$ cat config.mk
export PLATFORM = sky130hd
export DESIGN_NAME = addr_decoder
export DESIGN_NICKNAME = d
export VERILOG_FILES = /design/src/rtl/core_if_pkg.sv /design/src/rtl/addr_decoder.sv
export SDC_FILE = /design/constraint.sdc
export NUM_CORES = 1
export LEC_CHECK = 0
export ABC_AREA = 1
export CELL_PAD_IN_SITES_DETAIL_PLACEMENT = 1
export CELL_PAD_IN_SITES_GLOBAL_PLACEMENT = 1
export CORE_MARGIN = 3
export CORE_UTILIZATION = 21
export CTS_BUF_LIST = sky130_fd_sc_hd__clkbuf_16
export CTS_CLUSTER_DIAMETER = 150
export DETAILED_ROUTE_END_ITERATION = 8
export GPL_TIMING_DRIVEN = 0
export PLACE_DENSITY_LB_ADDON = 0.1
export REMOVE_ABC_BUFFERS = 1
export SLEW_MARGIN = 20
export SYNTH_ARGS = -nofsm -noshare
export SYNTH_HDL_FRONTEND = slang
export SYNTH_SLANG_ARGS = --single-unit
$ cat constraint.sdc
create_clock -name clk -period 3.7 [get_ports clk]
set_clock_uncertainty 0.15 [all_clocks]
set_input_delay 0.74 -clock clk [delete_from_list [all_inputs] [get_ports clk]]
set_output_delay 0.74 -clock clk [all_outputs]
set_load 0.02 [all_outputs]
$ cat src/rtl/core_if_pkg.sv
// Shared core-interface constants: BRAM slot indices and the CPU memory map.
package core_if_pkg;

    localparam int unsigned BRAM_PROG_ROM = 0;
    localparam int unsigned BRAM_PROG_RAM = 1;
    localparam int unsigned BRAM_VECTOR   = 2;
    localparam int unsigned BRAM_MATH     = 3;
    localparam int unsigned BRAM_POKEY    = 4;
    localparam int unsigned NUM_SLOTS     = 5;

    // Read source latched on a CPU read; slot values match the BRAM indices.
    typedef enum logic [2:0] {
        SelProgRom = 3'd0,
        SelProgRam = 3'd1,
        SelVector  = 3'd2,
        SelMath    = 3'd3,
        SelPokey   = 3'd4,
        SelIo      = 3'd5,
        SelNone    = 3'd6
    } rd_sel_e;

    localparam logic [15:0] PROG_RAM_LO  = 16'h0000;
    localparam logic [15:0] PROG_RAM_HI  = 16'h03FF;
    localparam logic [15:0] IN0_ADDR     = 16'h0800;
    localparam logic [15:0] DSW0_ADDR    = 16'h0A00;
    localparam logic [15:0] DSW1_ADDR    = 16'h0C00;
    localparam logic [15:0] VGGO_ADDR    = 16'h1200;
    localparam logic [15:0] VGRST_ADDR   = 16'h1600;
    localparam logic [15:0] MATH_RD_LO   = 16'h1800;
    localparam logic [15:0] MATH_RD_HI   = 16'h181F;
    localparam logic [15:0] POKEY_LO     = 16'h1820;
    localparam logic [15:0] POKEY_HI     = 16'h182F;
    localparam logic [15:0] SOUND_ADDR   = 16'h1840;
    localparam logic [15:0] MATH_WR_LO   = 16'h1860;
    localparam logic [15:0] MATH_WR_HI   = 16'h187F;
    localparam logic [15:0] VEC_RAM_LO   = 16'h2000;
    localparam logic [15:0] VEC_RAM_HI   = 16'h2FFF;
    localparam logic [15:0] VEC_ROM_HI   = 16'h3FFF;
    localparam logic [15:0] PROG_ROM_LO  = 16'h5000;
    localparam logic [15:0] PROG_ROM_HI  = 16'h7FFF;

    function automatic logic in_range(input logic [15:0] a, input logic [15:0] lo,
                                      input logic [15:0] hi);
        return (a >= lo) && (a <= hi);
    endfunction

endpackage

$ cat src/rtl/addr_decoder.sv
// 6502 address decoder and bus mux: routes CPU accesses to the five memory slots and
// decodes the memory-mapped IO (IN0, DIP switches, vector generator strobes).
module addr_decoder
    import core_if_pkg::*;
(
    input  logic                        clk,
    input  logic                        rst,
    input  logic                        clk_en,
    input  logic [15:0]                 addr,
    input  logic [7:0]                  dataFromCore,
    input  logic                        we,
    input  logic [NUM_SLOTS-1:0][7:0]   dataFromBram,
    input  logic                        halt,
    input  logic                        clk_3KHz,
    input  logic                        self_test,
    input  logic [15:0]                 option_switch,
    input  logic                        coin,
    output logic [7:0]                  dataToCore,
    output logic [NUM_SLOTS-1:0][15:0]  addrToBram,
    output logic [NUM_SLOTS-1:0][7:0]   dataToBram,
    output logic [NUM_SLOTS-1:0]        weEnBram,
    output logic                        vggo,
    output logic                        vgrst
);

    rd_sel_e              rd_sel;
    rd_sel_e              sel_q;
    logic [7:0]           io_val;
    logic [7:0]           io_q;
    logic [7:0]           in0;
    logic [NUM_SLOTS-1:0] wr_sel;

    // Slots see the raw CPU address and subtract their own base.
    assign addrToBram = {NUM_SLOTS{addr}};
    assign dataToBram = {NUM_SLOTS{dataFromCore}};

    assign in0 = {clk_3KHz, halt, 1'b1, self_test, 3'b111, ~coin};

    always_comb begin
        rd_sel = SelNone;
        io_val = 8'hFF;
        wr_sel = '0;
        if (in_range(addr, PROG_RAM_LO, PROG_RAM_HI)) begin
            rd_sel                = SelProgRam;
            wr_sel[BRAM_PROG_RAM] = 1'b1;
        end else if (addr == IN0_ADDR) begin
            rd_sel = SelIo;
            io_val = in0;
        end else if (addr == DSW0_ADDR) begin
            rd_sel = SelIo;
            io_val = option_switch[7:0];
        end else if (addr == DSW1_ADDR) begin
            rd_sel = SelIo;
            io_val = option_switch[15:8];
        end else if (in_range(addr, MATH_RD_LO, MATH_RD_HI)) begin
            rd_sel = SelMath;
        end else if (in_range(addr, POKEY_LO, POKEY_HI)) begin
            rd_sel             = SelPokey;
            wr_sel[BRAM_POKEY] = 1'b1;
        end else if (addr == SOUND_ADDR) begin
            wr_sel[BRAM_POKEY] = 1'b1;
        end else if (in_range(addr, MATH_WR_LO, MATH_WR_HI)) begin
            wr_sel[BRAM_MATH] = 1'b1;
        end else if (in_range(addr, VEC_RAM_LO, VEC_RAM_HI)) begin
            rd_sel              = SelVector;
            wr_sel[BRAM_VECTOR] = 1'b1;
        end else if (in_range(addr, VEC_RAM_HI + 16'd1, VEC_ROM_HI)) begin
            rd_sel = SelVector;
        end else if (in_range(addr, PROG_ROM_LO, PROG_ROM_HI)) begin
            rd_sel = SelProgRom;
        end
    end

    assign weEnBram = we ? wr_sel : '0;

    always_ff @(posedge clk or posedge rst) begin
        if (rst) begin
            sel_q <= SelNone;
            io_q  <= 8'hFF;
            vggo  <= 1'b0;
            vgrst <= 1'b0;
        end else begin
            vggo  <= clk_en && we && (addr == VGGO_ADDR);
            vgrst <= clk_en && we && (addr == VGRST_ADDR);
            // Slots register their data on the same enable, so latch the source alongside.
            if (clk_en && !we) begin
                sel_q <= rd_sel;
                io_q  <= io_val;
            end
        end
    end

    always_comb begin
        dataToCore = 8'hFF;
        case (sel_q)
            SelProgRom, SelProgRam, SelVector, SelMath, SelPokey:
                dataToCore = dataFromBram[sel_q];
            SelIo:
                dataToCore = io_q;
            default:
                dataToCore = 8'hFF;
        endcase
    end

endmodule

==> results of run 1 <==
worst paths after layout:
kind | start | end | cells after the start
worst max-delay path | addr[10] | weEnBram[4] | 11
worst min-delay path | io_q[1] | io_q[1] | 2
worst max register to register | sel_q[1] | sel_q[1] | 2
worst min register to register | io_q[1] | io_q[1] | 2
max in group asynchronous | rst | sel_q[0] | 2
min in group asynchronous | rst | vgrst | 2
what timing repair did:
action | CTS | global route
setup buffers | 0 | 5
pin swaps | 0 | 2
hold endpoints to repair | 0 | 0
hold buffers | 0 | 0
endpoints found under the setup margin | 2 | 5
resized for setup | 4 | 4
state kept, by name, summed over array words and instances (netlist names):
signal and count:
sel_q 3, vggo 1, io_q 8, vgrst 1
placed cells by master (no fill, tap or decap), drive strengths merged:
| master | synthesis | final |
|---|---|---|
| o221ai | 3 | 3 |
| nand2 | 65 | 65 |
| nor3 | 2 | 2 |
| nand4 | 3 | 3 |
| dfrtp | 3 | 3 |
| dfstp | 10 | 10 |
| inv | 30 | 31 |
| clkinv | 1 | 1 |
| clkbuf | 2 | 4 |
| clkdlybuf4s50 | 0 | 169 |
| nand3b | 5 | 5 |
| conb | 1 | 1 |
| clkdlybuf4s15 | 0 | 1 |
| nand3 | 29 | 29 |
| a21oi | 7 | 7 |
| o21ai | 18 | 18 |
| nor2 | 41 | 41 |
| buf | 127 | 5 |
| o22ai | 1 | 1 |
| dlygate4sd2 | 0 | 2 |
| and2 | 1 | 1 |
| a31oi | 11 | 11 |
| nor4 | 2 | 2 |
| o2111ai | 1 | 1 |
per-stage QoR:
stage	total power [W]	instance area (um2)	setup TNS, ps	cells	utilization [%]
finish	0.000816	3450	0	556	31.4
global route	0.000867	3450	0	556	31.4
CTS	0.000828	3410	0	551	31.1
detailed placement	0.000626	3340	-328	547	30.4
global placement	0.000626	3340	-246	547	30.4
floorplan	0.000294	1430	0	234	-
area by class of cell:
type | count | area, um2
clock buffer | 3 | 75.1
clock inverter | 1 | 3.75
fill | 1348 | 7530
inverter | 31 | 121
multi-input combinational | 190 | 972
sequential | 13 | 339
tap | 140 | 175
timing repair buffer | 178 | 1760
cells in the mapped netlist, types with 5 or more instances:
| cell | n | area share, % |
|---|---|---|
| nor2_1 | 30 | 4.7 |
| buf_4 | 121 | 38 |
| nand2_1 | 58 | 9.1 |
| buf_2 | 5 | 1.0 |
| nand3b_1 | 5 | 1.6 |
| dfstp_2 | 10 | 11 |
| o21ai_0 | 9 | 1.9 |
| a21oi_1 | 6 | 1.3 |
| o21ai_1 | 9 | 1.9 |
| nand3_1 | 27 | 5.7 |
| inv_1 | 26 | 4.1 |
| a31oi_1 | 11 | 2.9 |
| nor2_2 | 6 | 1.6 |
| nand2_2 | 6 | 1.6 |
logic make-up (layout without fill, tap and decap cells):
group | Yosys count | in the layout | share of synthesized area (%)
buffers and inverters | 160 | 213 | 45.0
AND/OR/NAND/NOR | 148 | 148 | 30.6
AO/OA/AOI/OAI | 41 | 41 | 10.0
flip-flops | 13 | 13 | 14.2
other | 1 | 1 | 0.157
metal layers:
| metal | global-route usage [%] | up-vias | wire, um |
|---|---|---|---|
| met2 | 21.5 | 124 | 4060 |
| met1 | 16.0 | 1042 | 3720 |
| met5 | 0 | - | 0 |
| met4 | 1.68 | 0 | 48 |
| met3 | 8.68 | 4 | 1260 |
| li1 | - | 1149 | - |
worst max-delay path, stage by stage:
cell and delay, ps:
clkdlybuf4s50_1 580, inv_2 130, nand2_2 70, nor2_4 170, nand3_1 100, nand3_1 120
inv_2 60, nor2_4 130, nand2_1 60, nor2_1 90, clkdlybuf4s15_1 350
where the power goes:
| group | switching (W) | internal (W) |
|---|---|---|
| Clock | 0.0000556 | 0.000142 |
| Combinational | 0.000221 | 0.000220 |
| Sequential | 0.0000208 | 0.000157 |
| Total | 0.000298 | 0.000519 |
==> impl_table.tex, run 1 <==
\begin{tabular}{lr}
\hline
Metric & Value \\
\hline
\multicolumn{2}{l}{\textbf{Detailed routing}} \\
Number of design rule violations left after detail routing & 0 \\
Drt first-iter violations & 79 \\
Via total after detailed routing & 2319 \\
Antenna violation net count after detailed routing & 0 \\
TritonRoute pass-1 iters & 3 \\
Detailed-route vias per instance & 4.17 \\
Drt total wl & 9090 um \\
Post-detailed-route wirelength per cell & 16.4 um \\
\multicolumn{2}{l}{\textbf{Yosys}} \\
Number of unique standard cell types used by synthesis & 33 \\
Async set-reset flop share out of synthesis & 100\% \\
Flip-flop and latch count after synthesis & 13 \\
Syn\_area\_per\_cell & between 6 and 7 um2 \\
Main flop type after synthesis & dfstp\_2 \\
Seq/Total Area, Yosys & 14.2\% \\
Number of warnings reported in the yosys synthesis log & 0 \\
Post-Syn Instances & 363 \\
Post-synth design cell area & 0.00238 mm2 \\
Number of synthesized flops with an enable pin & 0 \\
\multicolumn{2}{l}{\textbf{Die}} \\
Initial standard-cell utilization of the core & 21.7\% \\
Die ar. & 0.0127 mm2 \\
I/O pin total & 223 \\
Area inside the core boundary & roughly 0.011 mm2 \\
Width of the die & 113 um \\
Core Rows & 38 \\
Die height & 113 um \\
\multicolumn{2}{l}{\textbf{Cells and area}} \\
Layout Area Growth over Synthesis & 44.7\% \\
Post-layout net count & around 510 \\
Share of layout cells above drive strength 1 & 11.1\% \\
Number of antenna repair diodes & 0 \\
\multicolumn{2}{l}{\textbf{Timing}} \\
Final worst-path setup slack & 199 ps \\
Maximum frequency from static timing analysis & around 290 MHz \\
Worst hold slack & 322 ps \\
Finish-stage setup viols & 0 \\
Worst slew pin tran & 719 ps \\
Part of the cycle the worst path needs & 94.6\% \\
Pins Over Slew Limit & 0 \\
Max-slew headroom & 52.0\% \\
Minimum clock period after layout & 3500 ps \\
Unrepaired setup endpoints after global routing & no \\
Final hold violation count & 0 \\
\multicolumn{2}{l}{\textbf{Power}} \\
Leak & 1.44 nW \\
Worst-case vdd ir drop & roughly 0.09 mV \\
Cell Pwr Density & 237 mW/mm2 \\
\multicolumn{2}{l}{\textbf{Clock network}} \\
Buffer levels on the longest clock path & 2 \\
Clock-pin slew on the worst setup and hold paths & 40 ps \\
Clock insertion delay at the later pin of the skew report & around 240 ps \\
Clock buffers created by TritonCTS & 3 \\
CTS root buffer & clkbuf\_16 \\
Number of clock sinks & 13 \\
Clock tree from TritonCTS & yes \\
H-tree Lvls & 1 \\
\multicolumn{2}{l}{\textbf{Global route}} \\
Initial antenna violation count & 0 \\
Leftover overflow at the end of global routing & 0 \\
Number of global-route vias before repair & 2493 \\
First-pass GRT wire length & $\sim$14000 um \\
Largest net degree at the start of global routing & 23 \\
Global-route total usage across every layer & 13.6\% \\
\multicolumn{2}{l}{\textbf{Place}} \\
Pre-CTS setup slack & -187 ps \\
Port-buffer cells & 173 \\
Final HPWL DP & 7650 um \\
GP Congestion & 0.755 \\
\multicolumn{2}{l}{\textbf{Critical path}} \\
Arrival time of the worst setup path & 2610 ps \\
CP Max Fanout & 9 \\
Worst Path Class, Setup & primary input to output pin \\
Crit end category & output pin \\
Worst Path Required & 2810 ps \\
FF-to-FF setup slack & 2380 ps \\
Startpoint kind of the worst setup timing path & primary input \\
\multicolumn{2}{l}{\textbf{Run status}} \\
Run status & finished clean \\
\multicolumn{2}{l}{\textbf{Worst hold path}} \\
Worst hold path type & flip-flop to flip-flop \\
\multicolumn{2}{l}{\textbf{Job}} \\
Number of violations of the max-capacitance limit & 0 \\
\hline
\end{tabular}
No activity file was read; power rests on OpenSTA's default activity.
==> run 2: changes to the inputs <==
==> constraint.sdc (replaced) <==
create_clock -name clk -period 3.7 [get_ports clk]
set_clock_uncertainty 0.15 [all_clocks]
set_input_delay 1.11 -clock clk [delete_from_list [all_inputs] [get_ports clk]]
set_output_delay 1.11 -clock clk [all_outputs]
set_load 0.02 [all_outputs]
==> impl_table.tex, run 2 (synthesis results as in run 1) <==
\begin{tabular}{lr}
\hline
Metric & Value \\
\hline
\multicolumn{2}{l}{\textbf{Critical path}} \\
CP Max Fanout & 1 (was 9) \\
Cell family contributing the most delay on the critical path & buffers and inverters (unchanged) \\
Arrival time of the worst setup path & 2340 ps (was 2610 ps) \\
Stage delay of the slowest cell on the critical path & 460 ps (was 580 ps) \\
Worst Path Class, Setup & primary input to output pin (unchanged) \\
Number of buffer and inverter instances along the worst setup path & 2 (was 4) \\
Number of cells on the worst reg-to-reg path & 2 (unchanged) \\
Slowest library cell on the worst path & clkdlybuf4s50\_1 (unchanged) \\
Worst-path cell chain & clkdlybuf4s50\_1 > nand2\_1 > nand3\_1 > o221ai\_1 > o21ai\_0 > dlygate4sd2\_1 (was clkdlybuf4s50\_1 > inv\_2 > nand2\_2 > nor2\_4 > nand3\_1 > nand3\_1 > inv\_2 > nor2\_4 > nand2\_1 > nor2\_1 > clkdlybuf4s15\_1) \\
FF-to-FF setup slack & 2370 ps (was 2380 ps) \\
Crit end category & output pin (unchanged) \\
Critical Path Stages & 6 (was 11) \\
Endpoint of the most critical register-to-register path & sel\_q[1] (unchanged) \\
Startpoint kind of the worst setup timing path & primary input (unchanged) \\
Worst Path Required & 2440 ps (was 2810 ps) \\
R2R Path Start & sel\_q[1] (unchanged) \\
\multicolumn{2}{l}{\textbf{Detailed routing}} \\
Drt total wl & 9100 um (was 9090 um) \\
Detailed-route vias per instance & 4.17 (about the same) \\
Post-detailed-route wirelength per cell & 16.3 um (was 16.4 um) \\
Drt first-iter violations & 82 (was 79) \\
Number of design rule violations left after detail routing & 0 (unchanged) \\
TritonRoute pass-1 iters & 4 (was 3) \\
Antenna violation net count after detailed routing & 0 (unchanged) \\
Via total after detailed routing & 2332 (was 2319) \\
\multicolumn{2}{l}{\textbf{Place}} \\
Cell area after placement & 0.00334 mm2 (unchanged) \\
Final HPWL DP & 7650 um (unchanged) \\
Port-buffer cells & 173 (unchanged) \\
GP Congestion & 0.755 (unchanged) \\
Number of cells in the design after placement & 547 (unchanged) \\
\multicolumn{2}{l}{\textbf{Power}} \\
Sw Share & 37.4\% (was 36.5\%) \\
Cell Pwr Density & 234 mW/mm2 (was 237 mW/mm2) \\
Leak & 1.48 nW (was 1.44 nW) \\
Worst-case vdd ir drop & 0.0906 mV (was 0.0923 mV) \\
Net switching power & 0.000298 W (about the same) \\
Clk pwr share & 24.7\% (was 24.2\%) \\
Internal power & 0.000498 W (was 0.000519 W) \\
Portion of total power attributed to combinational logic & 53.0\% (was 54.0\%) \\
Sequential fraction of design power & 22.4\% (was 21.8\%) \\
\multicolumn{2}{l}{\textbf{Timing}} \\
Worst slew pin tran & 702 ps (was 719 ps) \\
Unrepaired setup endpoints after global routing & no (unchanged) \\
Minimum clock period after layout & 3600 ps (was 3500 ps) \\
Post-Route Setup TNS & 0 ps (unchanged) \\
Max-slew headroom & 53.1\% (was 52.0\%) \\
Maximum frequency from static timing analysis & 277 MHz (was 286 MHz) \\
Pins Over Slew Limit & 0 (unchanged) \\
Final hold violation count & 0 (unchanged) \\
Part of the cycle the worst path needs & 97.4\% (was 94.6\%) \\
Finish-stage setup viols & 0 (unchanged) \\
\multicolumn{2}{l}{\textbf{Global route}} \\
Global-route total usage across every layer & 13.7\% (was 13.6\%) \\
Number of global-route vias before repair & 2511 (was 2493) \\
First-pass GRT wire length & 14000 um (was 13900 um) \\
Largest net degree at the start of global routing & 23 (unchanged) \\
Initial antenna violation count & 0 (unchanged) \\
Leftover overflow at the end of global routing & 0 (unchanged) \\
\multicolumn{2}{l}{\textbf{Clock network}} \\
Clock-pin slew on the worst setup and hold paths & 40 ps (about the same) \\
Number of buffers inserted for hold repair after clock tree synthesis & 0 (unchanged) \\
Clock insertion delay at the later pin of the skew report & 240 ps (about the same) \\
Number of clock sinks & 13 (unchanged) \\
H-tree Lvls & 1 (unchanged) \\
CTS root buffer & clkbuf\_16 (unchanged) \\
Clock tree from TritonCTS & yes (unchanged) \\
Clock buffers created by TritonCTS & 3 (unchanged) \\
Buffer levels on the longest clock path & 2 (unchanged) \\
\multicolumn{2}{l}{\textbf{Cells and area}} \\
Layout Area Growth over Synthesis & 42.9\% (was 44.7\%) \\
Number of non-filler instances in the completed layout & 559 (was 556) \\
Number of antenna repair diodes & 0 (unchanged) \\
Filler cell count & 1361 (was 1348) \\
Largest registers & io\_q x8, sel\_q x3 (unchanged) \\
Fin area & 0.00341 mm2 (was 0.00345 mm2) \\
Number of flip-flops in the largest register & 8 (unchanged) \\
Share of layout cells above drive strength 1 & 18.4\% (was 11.1\%) \\
Final design utilization & 31.0\% (was 31.4\%) \\
Reg with most FFs & io\_q (unchanged) \\
Most frequent cells in the layout & clkdlybuf4s50\_1 (145), nand2\_1 (56), nand3\_1 (27), nor2\_1 (27), inv\_1 (25) (was clkdlybuf4s50\_1 (169), nand2\_1 (58), nor2\_1 (30)) \\
Most frequent standard cell in the layout excluding fill and tap cells & clkdlybuf4s50\_1 (unchanged) \\
Post-layout net count & 508 (was 505) \\
\multicolumn{2}{l}{\textbf{Worst hold path}} \\
Worst hold path type & flip-flop to flip-flop (unchanged) \\
Hold Crit Depth & 2 (unchanged) \\
Worst min-delay path startpoint & io\_q[1] (unchanged) \\
Worst min-delay path endpoint & io\_q[1] (unchanged) \\
\multicolumn{2}{l}{\textbf{Die}} \\
Width of the die & 113 um (unchanged) \\
Initial standard-cell utilization of the core & 21.7\% (unchanged) \\
Core Rows & 38 (unchanged) \\
Area inside the core boundary & 0.0110 mm2 (unchanged) \\
Die ar. & 0.0127 mm2 (unchanged) \\
I/O pin total & 223 (unchanged) \\
Die height & 113 um (unchanged) \\
\multicolumn{2}{l}{\textbf{Job}} \\
Number of violations of the max-capacitance limit & 0 (unchanged) \\
\multicolumn{2}{l}{\textbf{Run status}} \\
Run status & finished clean (unchanged) \\
\hline
\end{tabular}
[run 2: cell count changes in the layout (fill, tap and decap cells not counted), sizes merged]
cell,before,now
buf,5,20
clkdlybuf4s15,1,0
dlygate4sd2,2,7
clkdlybuf4s50,169,145
clkbuf,4,12
[run 2: worst max path at each step]
stage,slack (ps),endpoint,start
3_5_place_dp,-930,weEnBram[3],addr[12]
5_1_grt,4,weEnBram[3],addr[8]
4_1_cts,-20,weEnBram[3],addr[15]
2_1_floorplan,370,weEnBram[3],addr[14]
3_3_place_gp,-880,weEnBram[3],addr[12]
6_report,100,dataToCore[3],dataFromBram[27]
[run 2: stage by stage]
step | power (W) | setup slack, ps | hold slack, ps
6_report | 0.000795 | 95.8 | 322
5_1_grt | 0.000848 | 3.78 | 344
2_1_floorplan | 0.000294 | 374 | 298
4_1_cts | 0.000811 | -23.8 | 326
3_3_place_gp | 0.000626 | -880 | 310
3_5_place_dp | 0.000626 | -927 | 319
[run 2: final cells by class]
| type | instances | area [um2] | area share (%) |
|---|---|---|---|
| sequential | 13 | 339 | 9.96 |
| timing repair buffer | 181 | 1690 | 49.5 |
| clock buffer | 3 | 75.1 | 2.20 |
| inverter | 31 | 121 | 3.56 |
| tap | 140 | 175 | 5.14 |
| clock inverter | 1 | 3.75 | 0.110 |
| multi-input combinational | 190 | 1010 | 29.5 |
[run 2: per-layer routing]
metal  track usage (%)  vias to the layer above  wire, um
met5                 0                        -         0
met4              1.68                        0        19
met3              8.52                        2      1240
met2              21.7                      124      4120
met1              16.2                     1047      3710
li1                  -                     1159         -
[run 2: worst register-to-register path, cell delays in order, from the launching register on]
cell and delay (ps):
dfstp_2 680, inv_1 220, o22ai_1 210
[run 2: repair_timing]
| item | CTS | global route |
|---|---|---|
| gates cloned | 0 | 0 |
| resized for setup | 65 | 48 |
| buffers inserted | 5 | 3 |
| pin swaps | 7 | 6 |
| setup endpoints to repair | 32 | 5 |
[run 2: power by group through the flow]
stage	registers, W	clock network [W]	logic [W]
finish	0.000178	0.000196	0.000421
global route	0.000180	0.000211	0.000456
CTS	0.000179	0.000202	0.000431
detailed placement	0.000180	0	0.000446
global placement	0.000180	0	0.000446
floorplan	0.000170	0	0.000124
==> run 3: changes to the inputs <==
--- a/config.mk
+++ b/config.mk
@@ -20,3 +20,4 @@
 export SYNTH_ARGS = -nofsm -noshare
 export SYNTH_HDL_FRONTEND = slang
 export SYNTH_SLANG_ARGS = --single-unit
+export TNS_END_PERCENT = 1
==> impl_table.tex, run 3 (synthesis results as in run 1) <==
\begin{tabular}{lr}
\hline
Metric & Value \\
\hline
\multicolumn{2}{l}{\textbf{Critical path}} \\
Number of cells on the worst reg-to-reg path & 2 (unchanged) \\
CP endpoint & dataToCore[0] (was dataToCore[3]) \\
Arrival time of the worst setup path & 2350 ps (was 2340 ps) \\
Endpoint of the most critical register-to-register path & sel\_q[1] (unchanged) \\
Startpoint kind of the worst setup timing path & primary input (unchanged) \\
Worst setup startpoint & dataFromBram[24] (was dataFromBram[27]) \\
R2R Path Start & sel\_q[1] (unchanged) \\
FF-to-FF setup slack & 2370 ps (about the same) \\
CP Max Fanout & 1 (unchanged) \\
Worst Path Class, Setup & primary input to output pin (unchanged) \\
Worst Path Required & 2440 ps (about the same) \\
Crit end category & output pin (unchanged) \\
\multicolumn{2}{l}{\textbf{Cells and area}} \\
Number of non-filler instances in the completed layout & 555 (was 559) \\
Largest registers & io\_q x8, sel\_q x3 (unchanged) \\
Most frequent standard cell in the layout excluding fill and tap cells & clkdlybuf4s50\_1 (unchanged) \\
Fin area & 0.00337 mm2 (was 0.00341 mm2) \\
Reg with most FFs & io\_q (unchanged) \\
Final design utilization & 30.7\% (was 31.0\%) \\
Layout Area Growth over Synthesis & 41.5\% (was 42.9\%) \\
Most frequent cells in the layout & clkdlybuf4s50\_1 (145), nand2\_1 (57), nor2\_1 (28) (was clkdlybuf4s50\_1 (145), nand2\_1 (56), nand3\_1 (27), nor2\_1 (27), inv\_1 (25)) \\
Share of layout cells above drive strength 1 & 17.1\% (was 18.4\%) \\
Post-layout net count & 504 (was 508) \\
Number of antenna repair diodes & 0 (unchanged) \\
Number of flip-flops in the largest register & 8 (unchanged) \\
\multicolumn{2}{l}{\textbf{Job}} \\
Number of violations of the max-capacitance limit & 0 (unchanged) \\
\multicolumn{2}{l}{\textbf{Clock network}} \\
Number of buffers inserted for hold repair after clock tree synthesis & 0 (unchanged) \\
H-tree Lvls & 1 (unchanged) \\
Clock tree from TritonCTS & yes (unchanged) \\
Buffer levels on the longest clock path & 2 (unchanged) \\
Clock-pin slew on the worst setup and hold paths & 40 ps (about the same) \\
Number of clock sinks & 13 (unchanged) \\
CTS root buffer & clkbuf\_16 (unchanged) \\
Clock buffers created by TritonCTS & 3 (unchanged) \\
Clock insertion delay at the later pin of the skew report & 240 ps (about the same) \\
\multicolumn{2}{l}{\textbf{Global route}} \\
Leftover overflow at the end of global routing & 0 (unchanged) \\
Largest net degree at the start of global routing & 23 (unchanged) \\
Number of global-route vias before repair & 2495 (was 2511) \\
Initial antenna violation count & 0 (unchanged) \\
First-pass GRT wire length & 14000 um (about the same) \\
Global-route total usage across every layer & 13.6\% (was 13.7\%) \\
\multicolumn{2}{l}{\textbf{Power}} \\
Worst-case vdd ir drop & 0.0920 mV (was 0.0906 mV) \\
Leak & 1.45 nW (was 1.48 nW) \\
Cell Pwr Density & 236 mW/mm2 (was 234 mW/mm2) \\
\multicolumn{2}{l}{\textbf{Die}} \\
Initial standard-cell utilization of the core & 21.7\% (unchanged) \\
I/O pin total & 223 (unchanged) \\
Area inside the core boundary & 0.0110 mm2 (unchanged) \\
Die height & 113 um (unchanged) \\
Die ar. & 0.0127 mm2 (unchanged) \\
Width of the die & 113 um (unchanged) \\
Core Rows & 38 (unchanged) \\
\multicolumn{2}{l}{\textbf{Detailed routing}} \\
Drt total wl & 9030 um (was 9100 um) \\
Antenna violation net count after detailed routing & 0 (unchanged) \\
Detailed-route vias per instance & 4.15 (was 4.17) \\
Post-detailed-route wirelength per cell & 16.3 um (about the same) \\
TritonRoute pass-1 iters & 4 (unchanged) \\
Via total after detailed routing & 2306 (was 2332) \\
Drt first-iter violations & 79 (was 82) \\
Number of design rule violations left after detail routing & 0 (unchanged) \\
\multicolumn{2}{l}{\textbf{Timing}} \\
Post-Route Setup TNS & 0 ps (unchanged) \\
Pins Over Slew Limit & 0 (unchanged) \\
Worst slew pin tran & 706 ps (was 702 ps) \\
Minimum clock period after layout & 3610 ps (was 3600 ps) \\
Max-slew headroom & 52.9\% (was 53.1\%) \\
Final worst-path setup slack & 90.3 ps (was 95.8 ps) \\
Final hold violation count & 0 (unchanged) \\
Maximum frequency from static timing analysis & 277 MHz (about the same) \\
Finish-stage setup viols & 0 (unchanged) \\
Part of the cycle the worst path needs & 97.6\% (was 97.4\%) \\
\multicolumn{2}{l}{\textbf{Run status}} \\
Run status & finished clean (unchanged) \\
\multicolumn{2}{l}{\textbf{Worst hold path}} \\
Worst hold path type & flip-flop to flip-flop (unchanged) \\
Hold Crit Depth & 2 (unchanged) \\
\multicolumn{2}{l}{\textbf{Place}} \\
Pre-CTS setup slack & -927 ps (unchanged) \\
Final HPWL DP & 7650 um (unchanged) \\
GP Congestion & 0.755 (unchanged) \\
Port-buffer cells & 173 (unchanged) \\
Cell area after placement & 0.00334 mm2 (unchanged) \\
Number of cells in the design after placement & 547 (unchanged) \\
\hline
\end{tabular}
run 3: cell types whose count changed in the layout (fill, tap and decap cells not counted), sizes merged:
| cell | before | now |
|---|---|---|
| clkbuf | 12 | 21 |
| buf | 20 | 7 |
run 3: through the flow:
stage	total power [W]	hold slack, ps
2_1_floorplan	0.000294	298
3_3_place_gp	0.000626	310
3_5_place_dp	0.000626	319
4_1_cts	0.000808	326
5_1_grt	0.000845	344
6_report	0.000794	322
run 3: critical path: stages:
cell and delay [ps]:
clkdlybuf4s50_1 460, nand2_1 50, nand3_1 100, o21ai_0 80, o21ai_0 190, dlygate4sd2_1 360
run 3: what timing repair did:
item,4_1_cts,5_1_grt
endpoints found under the setup margin,32,6
resized for setup,42,54
buffers inserted,3,1
pin swaps,3,5
run 3: how the worst min path moves through the flow:
stage | to | from | slack, ps
2_1_floorplan | io_q[1] | io_q[1] | 300
3_3_place_gp | io_q[1] | io_q[1] | 310
3_5_place_dp | io_q[1] | io_q[1] | 320
4_1_cts | io_q[1] | io_q[1] | 330
5_1_grt | io_q[1] | io_q[1] | 340
6_report | io_q[1] | io_q[1] | 320
run 3: layer usage:
layer	vias up	wire, um	GRT usage (%)
met5	-	0	0
met4	0	19	1.68
met3	2	1240	8.52
met2	119	4100	21.5
met1	1039	3670	16.1
li1	1146	-	-
run 3: power breakdown:
group          total, W  leakage [nW]  internal, W  switching, W
registers      0.000178         0.144     0.000157     0.0000210
clock network  0.000197        0.0423     0.000142     0.0000552
logic          0.000419          1.26     0.000198      0.000221
run 3: layout make-up:
class | instances | area [um2]
flip-flops and latches | 13 | 339
clock inverters | 1 | 3.75
clock buffers | 3 | 75.1
fillers | 1355 | 7610
repair buffers | 177 | 1660
inverters | 31 | 121
well taps | 140 | 175
multi-input cells | 190 | 995
